--- config.mk ---
export PLATFORM = sky130hd
export DESIGN_NAME = shim_spi_fault_ctrl
export DESIGN_NICKNAME = d
export VERILOG_FILES = /design/src/rtl/shim_spi_fault_pkg.sv /design/src/rtl/shim_fault_prio_enc.sv /design/src/rtl/shim_spi_fault_ctrl.sv
export SDC_FILE = /design/constraint.sdc
export NUM_CORES = 1
export LEC_CHECK = 0
export BUFFER_PORTS_ARGS = -buffer_cell sky130_fd_sc_hd__buf_2
export CAP_MARGIN = 10
export CORE_MARGIN = 2
export CORE_UTILIZATION = 45
export DETAILED_ROUTE_END_ITERATION = 10
export PLACE_DENSITY = 0.73
export SETUP_SLACK_MARGIN = 0.4
export SYNTH_ARGS = -nofsm -noshare
export SYNTH_HDL_FRONTEND = slang
export SYNTH_HIERARCHICAL = 1
export SYNTH_SLANG_ARGS = --single-unit
--- constraint.sdc ---
create_clock -name aclk -period 1.7 [get_ports aclk]
set_clock_uncertainty 0.2 [all_clocks]
set_input_delay 0 -clock aclk [delete_from_list [all_inputs] [get_ports aclk]]
set_output_delay 0 -clock aclk [all_outputs]
set_load 0.02 [all_outputs]
--- src/rtl/shim_spi_fault_pkg.sv ---
// shim_spi_fault_pkg: shared types and constants for the SPI fault supervisor
package shim_spi_fault_pkg;
    typedef enum logic [1:0] {ST_IDLE, ST_RUN, ST_HALT, ST_FAULTED} state_t;
    localparam int NUM_GRP = 13;
    localparam int NUM_CH  = 8;
    localparam int NUM_FLT = 97;
    localparam int GRP_W   = 4;
    localparam int CHAN_W  = 3;
    localparam int CODE_W  = 1 + GRP_W + CHAN_W;
    localparam int GRP_OVER_THRESH    = 0;
    localparam int GRP_UNDER_THRESH   = 1;
    localparam int GRP_ADC_OVF        = 2;
    localparam int GRP_ADC_UNF        = 3;
    localparam int GRP_CRC_ERR        = 4;
    localparam int GRP_FRAME_ERR      = 5;
    localparam int GRP_FIFO_OVF       = 6;
    localparam int GRP_FIFO_UNF       = 7;
    localparam int GRP_CLK_LOSS       = 8;
    localparam int GRP_CFG_ERR        = 9;
    localparam int GRP_SEQ_ERR        = 10;
    localparam int GRP_UNEXP_ADC_TRIG = 11;
    localparam int GRP_TRIG           = 12;
endpackage

--- src/rtl/shim_fault_prio_enc.sv ---
// shim_fault_prio_enc: lowest-index-first priority encoder over the 97 fault flags,
// so lower groups win and the trigger flag (bit 96) ranks last.
module shim_fault_prio_enc
    import shim_spi_fault_pkg::*;
(
    input  logic [NUM_FLT-1:0] i_flags,
    output logic               o_found,
    output logic [GRP_W-1:0]   o_grp,
    output logic [CHAN_W-1:0]  o_chan
);
    always_comb begin
        o_found = 1'b0;
        o_grp   = '0;
        o_chan  = '0;
        for (int i = NUM_FLT - 1; i >= 0; i--) begin
            if (i_flags[i]) begin
                o_found = 1'b1;
                o_grp   = GRP_W'(i / NUM_CH);
                o_chan  = CHAN_W'(i % NUM_CH);
            end
        end
    end
endmodule

--- src/rtl/shim_spi_fault_ctrl.sv ---
// shim_spi_fault_ctrl: sticky fault capture and controlled SPI shutdown sequencing.
// Optional SHIM_FAULT_MASK_EN adds fault_mask[12:0] to keep groups from tripping the halt.
module shim_spi_fault_ctrl
    import shim_spi_fault_pkg::*;
#(
    parameter int HALT_TIMEOUT = 1024,
    parameter int CNT_W        = 11
) (
    input  logic               aclk,
    input  logic               aresetn,
    input  logic               spi_off,
    input  logic [95:0]        ch_sts,
    input  logic               bad_trig_cmd,
    input  logic               start,
    input  logic               clear,
`ifdef SHIM_FAULT_MASK_EN
    input  logic [NUM_GRP-1:0] fault_mask,
`endif
    output logic               halt,
    output logic               running,
    output logic               fault,
    output logic               irq,
    output logic [NUM_FLT-1:0] sticky,
    output logic [CODE_W-1:0]  first_code,
    output logic               halt_timeout
);
    state_t              r_state, w_next;
    logic [CNT_W-1:0]    r_cnt;
    logic                r_halt, r_running, r_fault, r_irq, r_timeout;
    logic [NUM_FLT-1:0]  r_sticky;
    logic [CODE_W-1:0]   r_code;
    logic [NUM_FLT-1:0]  w_flags, w_en, w_trip_flags;
    logic                w_trip, w_entry, w_clr, w_timeout;
    logic [GRP_W-1:0]    w_grp;
    logic [CHAN_W-1:0]   w_chan;

    assign w_flags = {bad_trig_cmd, ch_sts};
`ifdef SHIM_FAULT_MASK_EN
    always_comb begin
        w_en = '0;
        for (int i = 0; i < NUM_FLT; i++) w_en[i] = ~fault_mask[i / NUM_CH];
    end
`else
    assign w_en = '1;
`endif
    assign w_trip_flags = w_flags & w_en;

    shim_fault_prio_enc u_prio (
        .i_flags (w_trip_flags),
        .o_found (w_trip),
        .o_grp   (w_grp),
        .o_chan  (w_chan)
    );

    // clear is ignored while the halt handshake is in flight
    assign w_clr     = clear && (r_state != ST_HALT);
    assign w_timeout = (r_cnt == CNT_W'(HALT_TIMEOUT - 1));

    always_comb begin
        w_next  = r_state;
        w_entry = 1'b0;
        case (r_state)
            ST_IDLE:    w_next = (start && !spi_off && !w_trip) ? ST_RUN : ST_IDLE;
            ST_RUN: begin
                w_entry = w_trip;
                w_next  = w_trip ? ST_HALT : (!start || spi_off) ? ST_IDLE : ST_RUN;
            end
            ST_HALT:    w_next = (spi_off || w_timeout) ? ST_FAULTED : ST_HALT;
            ST_FAULTED: w_next = (clear && spi_off) ? ST_IDLE : ST_FAULTED;
            default:    w_next = ST_IDLE;
        endcase
    end

    always_ff @(posedge aclk or negedge aresetn) begin
        if (!aresetn) begin
            r_state   <= ST_IDLE;
            r_cnt     <= '0;
            r_halt    <= 1'b0;
            r_running <= 1'b0;
            r_fault   <= 1'b0;
            r_irq     <= 1'b0;
            r_timeout <= 1'b0;
            r_sticky  <= '0;
            r_code    <= '0;
        end else begin
            r_state   <= w_next;
            r_cnt     <= (r_state == ST_HALT && w_next == ST_HALT) ? r_cnt + 1'b1 : '0;
            r_halt    <= (w_next == ST_HALT) || (w_next == ST_FAULTED);
            r_fault   <= (w_next == ST_HALT) || (w_next == ST_FAULTED);
            r_running <= (w_next == ST_RUN);
            r_irq     <= w_entry;
            r_sticky  <= w_clr ? '0 : (r_state != ST_IDLE) ? (r_sticky | w_flags) : r_sticky;
            r_code    <= (w_entry && (w_clr || !r_code[CODE_W-1])) ? {1'b1, w_grp, w_chan} :
                         w_clr ? '0 : r_code;
            r_timeout <= w_clr ? 1'b0 :
                         (r_state == ST_HALT && !spi_off && w_timeout) ? 1'b1 : r_timeout;
        end
    end

    assign halt         = r_halt;
    assign running      = r_running;
    assign fault        = r_fault;
    assign irq          = r_irq;
    assign sticky       = r_sticky;
    assign first_code   = r_code;
    assign halt_timeout = r_timeout;
endmodule

==> out/results.txt, run 1 <==
run status - complete, but fails checks
failing checks - hold timing, setup timing
via count - 7800
top-count cell post-synth - nor2_1
Clock Path Buffers - 2
Nets - 1231
PnR worst setup slack - -0.103 ns
Fin. Hold Viols - 29
CTS H-Tree Depth - 4
post-synthesis sequential area ratio - 51.4%
MaxCap Viol Count - 0
Synth top cells by count - 147 x nor2_1, 122 x dfrtp_1, 90 x a21oi_1, 31 x a21oi_2, 29 x inv_1
Worst Setup End Kind - register
pin count of the biggest net entering global routing - 49
clock root buffer - clkbuf_16
Cell Count, Final, Fillers Out - 1314
# IOs - 212
GRT Total Usage - 35.2%
Rel. slew slack - 62.7%
CP Class - in2reg
hold depth - 3
final antenna-violating net count - 0
cts bufs inserted - 17
Pwr per Cell Area - 822 mW/mm2
site row count - 41
asr flop ratio synth - 100%
minimum clock period - 1.80 ns
Synth Register Bits - 122
CTS tree - built
grt ovf - 0
number of synthesized flops with an enable pin - 0
post-route clock period utilization - 106%
number of fill cells in the layout - 650
Syn Std Cell Area - 0.00594 mm2
Clock transition at path regs - 0.06 ns
Area growth syn-to-layout - 81.9%
share of cells above drive strength 1 - 48.8%
cell taking the most area after synthesis - dfrtp_1
CP max stage cell - a2111oi_0
hold slack final - -0.269 ns
Reg2Reg Depth - 4
initial antenna violation count - 1
final wirelength - 27.4 mm
vias in the first global route - 7674
Final Instance Area - 0.0108 mm2
Pwr Total - 0.00888 W
RR Startpoint - r_state[1]
syn avg cell area - 9.15 um2
core area - 0.0128 mm2
total die area - 0.0141 mm2
Synth Net Count - 752
port bufs - 211
clk sinks - 122
reg2reg setup slack - -0.02 ns
Synth warnings - 6
Primary FF master, synth - dfrtp_1
Clk Latency, worst-skew pair - 0.42 ns
pre-CTS WS - -0.416 ns
Die X - 119 um
dpl cell area - 0.00852 mm2
maximum achievable frequency - 0.555 GHz
gp weighted congestion - 0.887
Final Max Tran Viols - 0
DP Wirelength - 15.5 mm
final setup violation count - 2
Crit path required time - 1.84 ns
Post-Route Setup TNS - -0.119 ns
Yosys top cell area share - 51.4%
Max stage delay on crit path - 0.58 ns
Initial Util - 46.5%
Synth Instances - 649
DIE HEIGHT - 119 um
CP startpoint kind - primary input
Worst Hold End - first_code[7]
DR pass1 iterations - 7
worst min-delay path class - in2reg
actual slew at the worst max-slew pin - 0.546 ns
Max Fanout on Critical Path - 2
critical path data arrival time - 1.94 ns
global-route wire length before repair - 39.2 mm
Lkg Pwr - 5.18 nW
post-synth cell types - 62
post-DR wirelength/cell - 20.8 um
placed cell count - 1152
Hold Path Origin - clear
CP cell instances - buf_2 -> nor4_2 -> o311ai_1 -> a2111oi_0 -> o21ai_1 -> a41oi_1 -> inv_1 -> mux2i_1
R2R Path End - sticky[31]
unrepaired setup endpoints after global routing - true
DRC - 0
vias per cell - 5.94
Iter 0 DRT Violations - 983
Area contributors post-synth - dfrtp_1 51%, nor2_1 9.3%, a21oi_1 7.6%
VDD IR-drop max - 0.647 mV
[layout by cell type (no fill, tap or decap), drive strengths merged, types with 6 or more instances in the layout]
| cell type | Yosys | layout |
|---|---|---|
| buf | 14 | 382 |
| a21oi | 121 | 121 |
| nor3 | 13 | 13 |
| a211oi | 8 | 8 |
| nor2b | 6 | 6 |
| nand4 | 6 | 6 |
| nor2 | 147 | 147 |
| or4 | 6 | 6 |
| mux2i | 7 | 7 |
| nor4 | 24 | 24 |
| o21ai | 27 | 27 |
| dfrtp | 122 | 122 |
| nand3 | 15 | 15 |
| inv | 30 | 30 |
| clkbuf | 12 | 23 |
| o31ai | 7 | 7 |
| dlygate4sd3 | 0 | 101 |
| nand2 | 23 | 23 |
[power breakdown]
part	internal (W)	switching, W
Sequential	0.00306	0.000128
Clock	0.00252	0.00140
Combinational	0.000791	0.000982
[per-stage QoR]
| stage | util, % | hold WS (ns) |
|---|---|---|
| final | 84.5 | -0.269 |
| after global routing | 84.5 | -0.263 |
| after CTS | 80.6 | -0.349 |
| after detailed placement | 66.7 | -0.298 |
| after global placement | 66.7 | -0.292 |
| after floorplan | - | -0.496 |
[metal layers]
| metal | track usage (%) | routed length [um] | up-vias |
|---|---|---|---|
| li1 | - | - | 3278 |
| met1 | 42.4 | 10000 | 3770 |
| met2 | 59.1 | 13200 | 586 |
| met3 | 7.14 | 2470 | 166 |
| met4 | 19.7 | 1670 | 0 |
| met5 | 0 | 0 | - |
[cells by family after synthesis]
group                      after synthesis  synth area share [%]
AOI/OAI and AO/OA                      200                  21.8
buffers and inverters                   56                  4.41
DFF                                    122                  51.4
muxes                                    7                  1.18
and+or+nand+nor                        260                  20.5
adders and majority gates                1                 0.211
xor gates and xnor gates                 3                 0.443
[timing repair]
action / in CTS / in global routing
gates cloned: 1 / 3
setup buffers: 14 / 10
resized for setup: 25 / 44
pin swaps: 24 / 14
hold buffers: 90 / 11
hold endpoints to repair: 243 / 36
setup endpoints to repair: 122 / 123
[sequential cells by signal, summed over array words and instances (netlist names)]
name,flops
running,1
irq,1
halt_timeout,1
sticky,97
r_state,2
first_code,8
r_cnt,11
fault,1
[layout make-up]
cell class | count | area, um2 | share of cell area (%)
flip-flops and latches | 122 | 3050 | 28.3
well taps | 172 | 215 | 1.99
inverters | 30 | 113 | 1.04
diodes | 1 | 2.50 | 0.0232
repair buffers | 486 | 3570 | 33.1
clock buffers | 20 | 457 | 4.23
multi-input cells | 471 | 3220 | 29.8
clock inverters | 12 | 171 | 1.59
[worst max-delay path, delay by kind of cell]
kind / cells / cell delay (ns)
compound gates: 4 / 1.20
mux: 1 / 0.16
buf+inv: 2 / 0.21
simple gates: 1 / 0.37
[worst max path at each step]
stage	start	to	slack, ns	depth (start not counted)
global placement	ch_sts[59]	first_code[2]	-0.32	9
global route	ch_sts[53]	first_code[1]	-0.11	8
finish	ch_sts[53]	first_code[1]	-0.10	8
CTS	ch_sts[58]	first_code[0]	0.04	9
floorplan	ch_sts[87]	first_code[0]	-0.05	8
detailed placement	ch_sts[59]	first_code[0]	-0.42	9
Note: power is estimated with default switching activity, not from simulation.
==> run 2, diff against run 1 <==
--- a/config.mk
+++ b/config.mk
@@ -8,9 +8,9 @@
 export BUFFER_PORTS_ARGS = -buffer_cell sky130_fd_sc_hd__buf_2
 export CAP_MARGIN = 10
 export CORE_MARGIN = 2
-export CORE_UTILIZATION = 45
+export CORE_UTILIZATION = 43
 export DETAILED_ROUTE_END_ITERATION = 10
-export PLACE_DENSITY = 0.73
+export PLACE_DENSITY = 0.7
 export SETUP_SLACK_MARGIN = 0.4
 export SYNTH_ARGS = -nofsm -noshare
 export SYNTH_HDL_FRONTEND = slang
==> out/results.txt, run 2 (synthesis results as in run 1) <==
hold depth - 7
hold slack final - -0.0230 ns
number of fill cells in the layout - 654
worst min-delay path class - in2reg
Clock transition at path regs - 0.06 ns
CTS tree - built
gp weighted congestion - 0.846
DR pass1 iterations - 5
failing checks - hold timing, setup timing
final antenna-violating net count - 0
clock root buffer - clkbuf_16
critical path capture point - r_state[0]
sequential power share - 37.9%
Fin. Hold Viols - 2
DIE HEIGHT - 121 um
Multi-input gate area - 0.00343 mm2
GRT Total Usage - 33.7%
post-route clock period utilization - 114%
initial antenna violation count - 0
pin count of the biggest net entering global routing - 50
MaxCap Viol Count - 0
vias in the first global route - 7621
beginning of the critical path - ch_sts[43]
most frequent cells in the layout - 207 x buf_2, 156 x buf_4, 139 x nor2_1
minimum clock period - 1.94 ns
global route hottest layer - met2
Initial Util - 44.5%
VDD IR-drop max - 0.622 mV
P_sw - 0.00248 W
total die area - 0.0148 mm2
Pwr per Cell Area - 746 mW/mm2
Max stage delay on crit path - 0.62 ns
DRC - 0
maximum achievable frequency - 0.515 GHz
vias per cell - 6.06
CP cell instances - buf_2 -> nor4_1 -> nand2_1 -> nor3_2 -> nand3b_1 -> buf_4 -> nor2b_4 -> o21ai_1 -> a2bb2oi_1
Final Max Tran Viols - 0
share of cells above drive strength 1 - 50.8%
met1 Resource Use GR - 41.9%
Crit path required time - 1.82 ns
Area growth syn-to-layout - 90.3%
most common cell after layout, fill and taps aside - buf_2
pre-CTS WS - -0.468 ns
R2R Path End - sticky[19]
Internal - 0.00594 W
clk sinks - 122
via count - 8107
CTS H-Tree Depth - 4
Worst Setup End Kind - register
site row count - 42
met2 Use GR - 56.0%
Worst Path Buf+Inv - 2
Post-Route Setup TNS - -3.11 ns
Reg area - 0.00306 mm2
cts bufs inserted - 17
Largest register FFs - 97
Nets - 1255
reg2reg setup slack - -0.12 ns
Clk Latency, worst-skew pair - 0.43 ns
Rel. slew slack - 54.7%
actual slew at the worst max-slew pin - 0.674 ns
Max Fanout on Critical Path - 3
Clock Path Buffers - 2
CP Class - in2reg
unrepaired setup endpoints after global routing - true
dpl cell area - 0.00849 mm2
Lkg Pwr - 5.36 nW
final wirelength - 30.1 mm
Switching Fraction - 29.5%
run status - complete, but fails checks
global-route wire length before repair - 38.3 mm
Reg2Reg Depth - 4
WP depth - 9
CP max stage cell - nor4_1
CP startpoint kind - primary input
final core utilization - 84.6%
RR Startpoint - r_state[1]
diodes inserted - 0
Final Instance Area - 0.0113 mm2
met3 Use GR - 6.25%
port bufs - 211
PnR worst setup slack - -0.243 ns
logic gate share of total power - 22.7%
Iter 0 DRT Violations - 1011
final setup violation count - 77
core area - 0.0133 mm2
clock share of power - 39.3%
Die X - 121 um
delay-heaviest family, CP - simple AND/OR/NAND/NOR gates
# IOs - 212
critical path data arrival time - 2.07 ns
grt ovf - 0
post-DR wirelength/cell - 22.5 um
DP Wirelength - 15.3 mm
-- run 2: per-layer routing --
| metal | wire [um] | up-vias |
|---|---|---|
| li1 | - | 3332 |
| met1 | 10800 | 3980 |
| met2 | 15000 | 630 |
| met3 | 2630 | 165 |
| met4 | 1700 | 0 |
| met5 | 0 | - |
-- run 2: repair_timing --
action	4_1_cts	5_1_grt
pin swaps	9	40
hold buffers	103	4
cloned	5	10
buffers inserted	15	20
hold endpoints to repair	243	5
endpoints found under the setup margin	122	244
resized for setup	15	113
-- run 2: per-stage QoR --
stage               std cells  power (W)  hold WS, ns
finish                   1337    0.00842      -0.0230
global route             1337    0.00864       0.0181
CTS                      1303    0.00806       -0.356
detailed placement       1152    0.00460       -0.324
global placement         1152    0.00456       -0.322
floorplan                 649    0.00384       -0.496
-- run 2: worst min path at each step --
stage / startpoint / to
floorplan: aresetn / fault
global placement: aresetn / sticky[64]
detailed placement: aresetn / sticky[59]
CTS: ch_sts[18] / sticky[18]
global route: ch_sts[4] / first_code[3]
finish: ch_sts[4] / first_code[3]
-- run 2: final cells by class --
class                   count  share of cell area (%)
clock inverters             3                   0.133
clock buffers              25                    4.47
well taps                 176                    1.95
multi-input cells         472                    30.3
flip-flops and latches    122                    27.0
repair buffers            509                    35.1
inverters                  30                   0.997
-- run 2: power groups by stage --
stage	clock, W	combinational (W)	sequential [W]
detailed placement	0	0.00139	0.00321
finish	0.00331	0.00192	0.00320
floorplan	0	0.000445	0.00339
global placement	0	0.00136	0.00320
CTS	0.00325	0.00164	0.00317
global route	0.00343	0.00201	0.00320
-- run 2: worst register-to-register path, stage by stage, from the launching register on --
cell and delay [ns]:
dfrtp_2 0.43, or3_4 0.51, buf_16 0.22, a21oi_2 0.23
nor2_1 0.11
==> run 3, diff against run 2 <==
--- a/config.mk
+++ b/config.mk
@@ -7,7 +7,7 @@
 export LEC_CHECK = 0
 export BUFFER_PORTS_ARGS = -buffer_cell sky130_fd_sc_hd__buf_2
 export CAP_MARGIN = 10
-export CORE_MARGIN = 2
+export CORE_MARGIN = 1.5
 export CORE_UTILIZATION = 43
 export DETAILED_ROUTE_END_ITERATION = 10
 export PLACE_DENSITY = 0.7
==> out/results.txt, run 3 (synthesis results as in run 1) <==
worst min-delay path class - in2reg
CTS tree - built
share of cells above drive strength 1 - 51.3%
minimum clock period - 1.75 ns
actual slew at the worst max-slew pin - 0.501 ns
DRC - 0
vias in the first global route - 7730
CP max stage cell - or4_4
M1 WL - 10.6 mm
Post-Route Setup TNS - -0.121 ns
WL met3 - 2.43 mm
grt ovf - 0
final core utilization - 84.5%
Initial Util - 44.5%
gp weighted congestion - 0.860
VDD IR-drop max - 0.654 mV
MaxCap Viol Count - 0
Rel. slew slack - 65.7%
Top Metal Used - met4
hold slack final - -0.280 ns
Iter 0 DRT Violations - 861
Die X - 120 um
GRT Total Usage - 35.3%
post-route clock period utilization - 103%
Area growth syn-to-layout - 89.9%
final antenna-violating net count - 0
DIE HEIGHT - 120 um
CP cell instances - buf_2 -> or4_4 -> o2111ai_4 -> a31oi_4 -> o31ai_4 -> a21oi_2 -> o22ai_1 -> inv_1 -> mux2i_1
most frequent cells in the layout - 206 x buf_2, 160 x buf_4, 132 x nor2_1
initial antenna violation count - 0
global-route wire length before repair - 39.7 mm
Crit path required time - 1.83 ns
placed cell count - 1152
run status - complete, but fails checks
Pwr per Cell Area - 774 mW/mm2
met2 wire length - 14.2 mm
DP Wirelength - 15.0 mm
unrepaired setup endpoints after global routing - true
clock root buffer - clkbuf_16
Final Max Tran Viols - 0
Clock transition at path regs - 0.06 ns
via count - 7968
delay-heaviest family, CP - compound AO/OA/AOI/OAI gates
post-DR wirelength/cell - 21.4 um
Nets - 1252
Largest register FFs - 97
PnR worst setup slack - -0.0493 ns
port bufs - 211
failing checks - hold timing, setup timing
Fin. Hold Viols - 41
clk sinks - 122
diodes inserted - 0
site row count - 42
Clk Latency, worst-skew pair - 0.41 ns
CTS H-Tree Depth - 4
most common cell after layout, fill and taps aside - buf_2
DR pass1 iterations - 8
vias per cell - 5.96
CP startpoint kind - primary input
CP Class - in2reg
Max stage delay on crit path - 0.57 ns
critical path data arrival time - 1.88 ns
Clock Path Buffers - 2
Cell Count, Final, Fillers Out - 1338
Max Fanout on Critical Path - 2
final wirelength - 28.7 mm
maximum achievable frequency - 0.572 GHz
pin count of the biggest net entering global routing - 55
# IOs - 212
total die area - 0.0145 mm2
core area - 0.0133 mm2
Worst Setup End Kind - register
Worst Path Buf+Inv - 2
cts bufs inserted - 17
final setup violation count - 8
Lkg Pwr - 5.34 nW
[run 3: cell count changes in the layout (fill, tap and decap cells not counted), moves of 4 or more]
cell        change
nor2_1          -7
clkinv_4        +4
clkbuf_8        -4
nor2_2          +4
buf_4           +4
buf_6           -4
a21oi_1         +4
clkinvlp_4      +4
[run 3: worst paths after layout]
kind | startpoint | endpoint | slack (ns) | cells past startpoint
min | bad_trig_cmd | sticky[96] | -0.28 | 3
max reg2reg | r_cnt[0] | halt_timeout | -0.03 | 5
min in group asynchronous | aresetn | sticky[59] | -0.13 | 2
max in group asynchronous | aresetn | sticky[3] | 0.79 | 3
min reg2reg | sticky[8] | sticky[8] | 0.29 | 2
max | ch_sts[91] | first_code[2] | -0.05 | 9
[run 3: power breakdown]
group | leakage, nW | switching (W) | internal [W]
registers | 1.62 | 0.000130 | 0.00305
clock network | 0.278 | 0.00145 | 0.00220
logic | 3.44 | 0.00102 | 0.000867
[run 3: worst reg2reg max path: cells and delay by family (launching register included)]
kind                     cells  cell delay [ns]
buffers and inverters        1             0.18
AND/OR/NAND/NOR              2             0.50
adder cells (fa/ha/maj)      1             0.18
flip-flops                   1             0.43
AO/OA/AOI/OAI                1             0.17
[run 3: routing by layer]
layer  track usage (%)  vias to the layer above
met1              44.1                     3930
met4              14.4                        0
met3              6.98                      144
met2              60.2                      569
li1                  -                     3325
met5                 0                        -
[run 3: layout make-up]
type | instances | area [um2]
Inverter | 30 | 113
Clock inverter | 14 | 149
Fill cell | 694 | 2070
Timing Repair Buffer | 507 | 3960
Tap cell | 176 | 220
Clock buffer | 18 | 439
Sequential cell | 122 | 3050
Multi-Input combinational cell | 471 | 3340
[run 3: what timing repair did]
action | 4_1_cts | 5_1_grt
hold buffers | 96 | 7
endpoints found under the setup margin | 122 | 122
endpoints found under the hold margin | 243 | 48
buffers inserted | 29 | 9
resized for setup | 47 | 75
gates cloned | 7 | 7
pin swaps | 23 | 20
[run 3: metrics by stage]
| stage | setup slack (ns) | instance area, um2 | hold slack, ns | power, W |
|---|---|---|---|---|
| global route | -0.102 | 11300 | -0.247 | 0.00896 |
| finish | -0.0493 | 11300 | -0.280 | 0.00873 |
| detailed placement | -0.443 | 8490 | -0.242 | 0.00460 |
| global placement | -0.453 | 8490 | -0.238 | 0.00456 |
| floorplan | -0.0483 | 6340 | -0.496 | 0.00384 |
| CTS | 0.0179 | 10600 | -0.336 | 0.00844 |
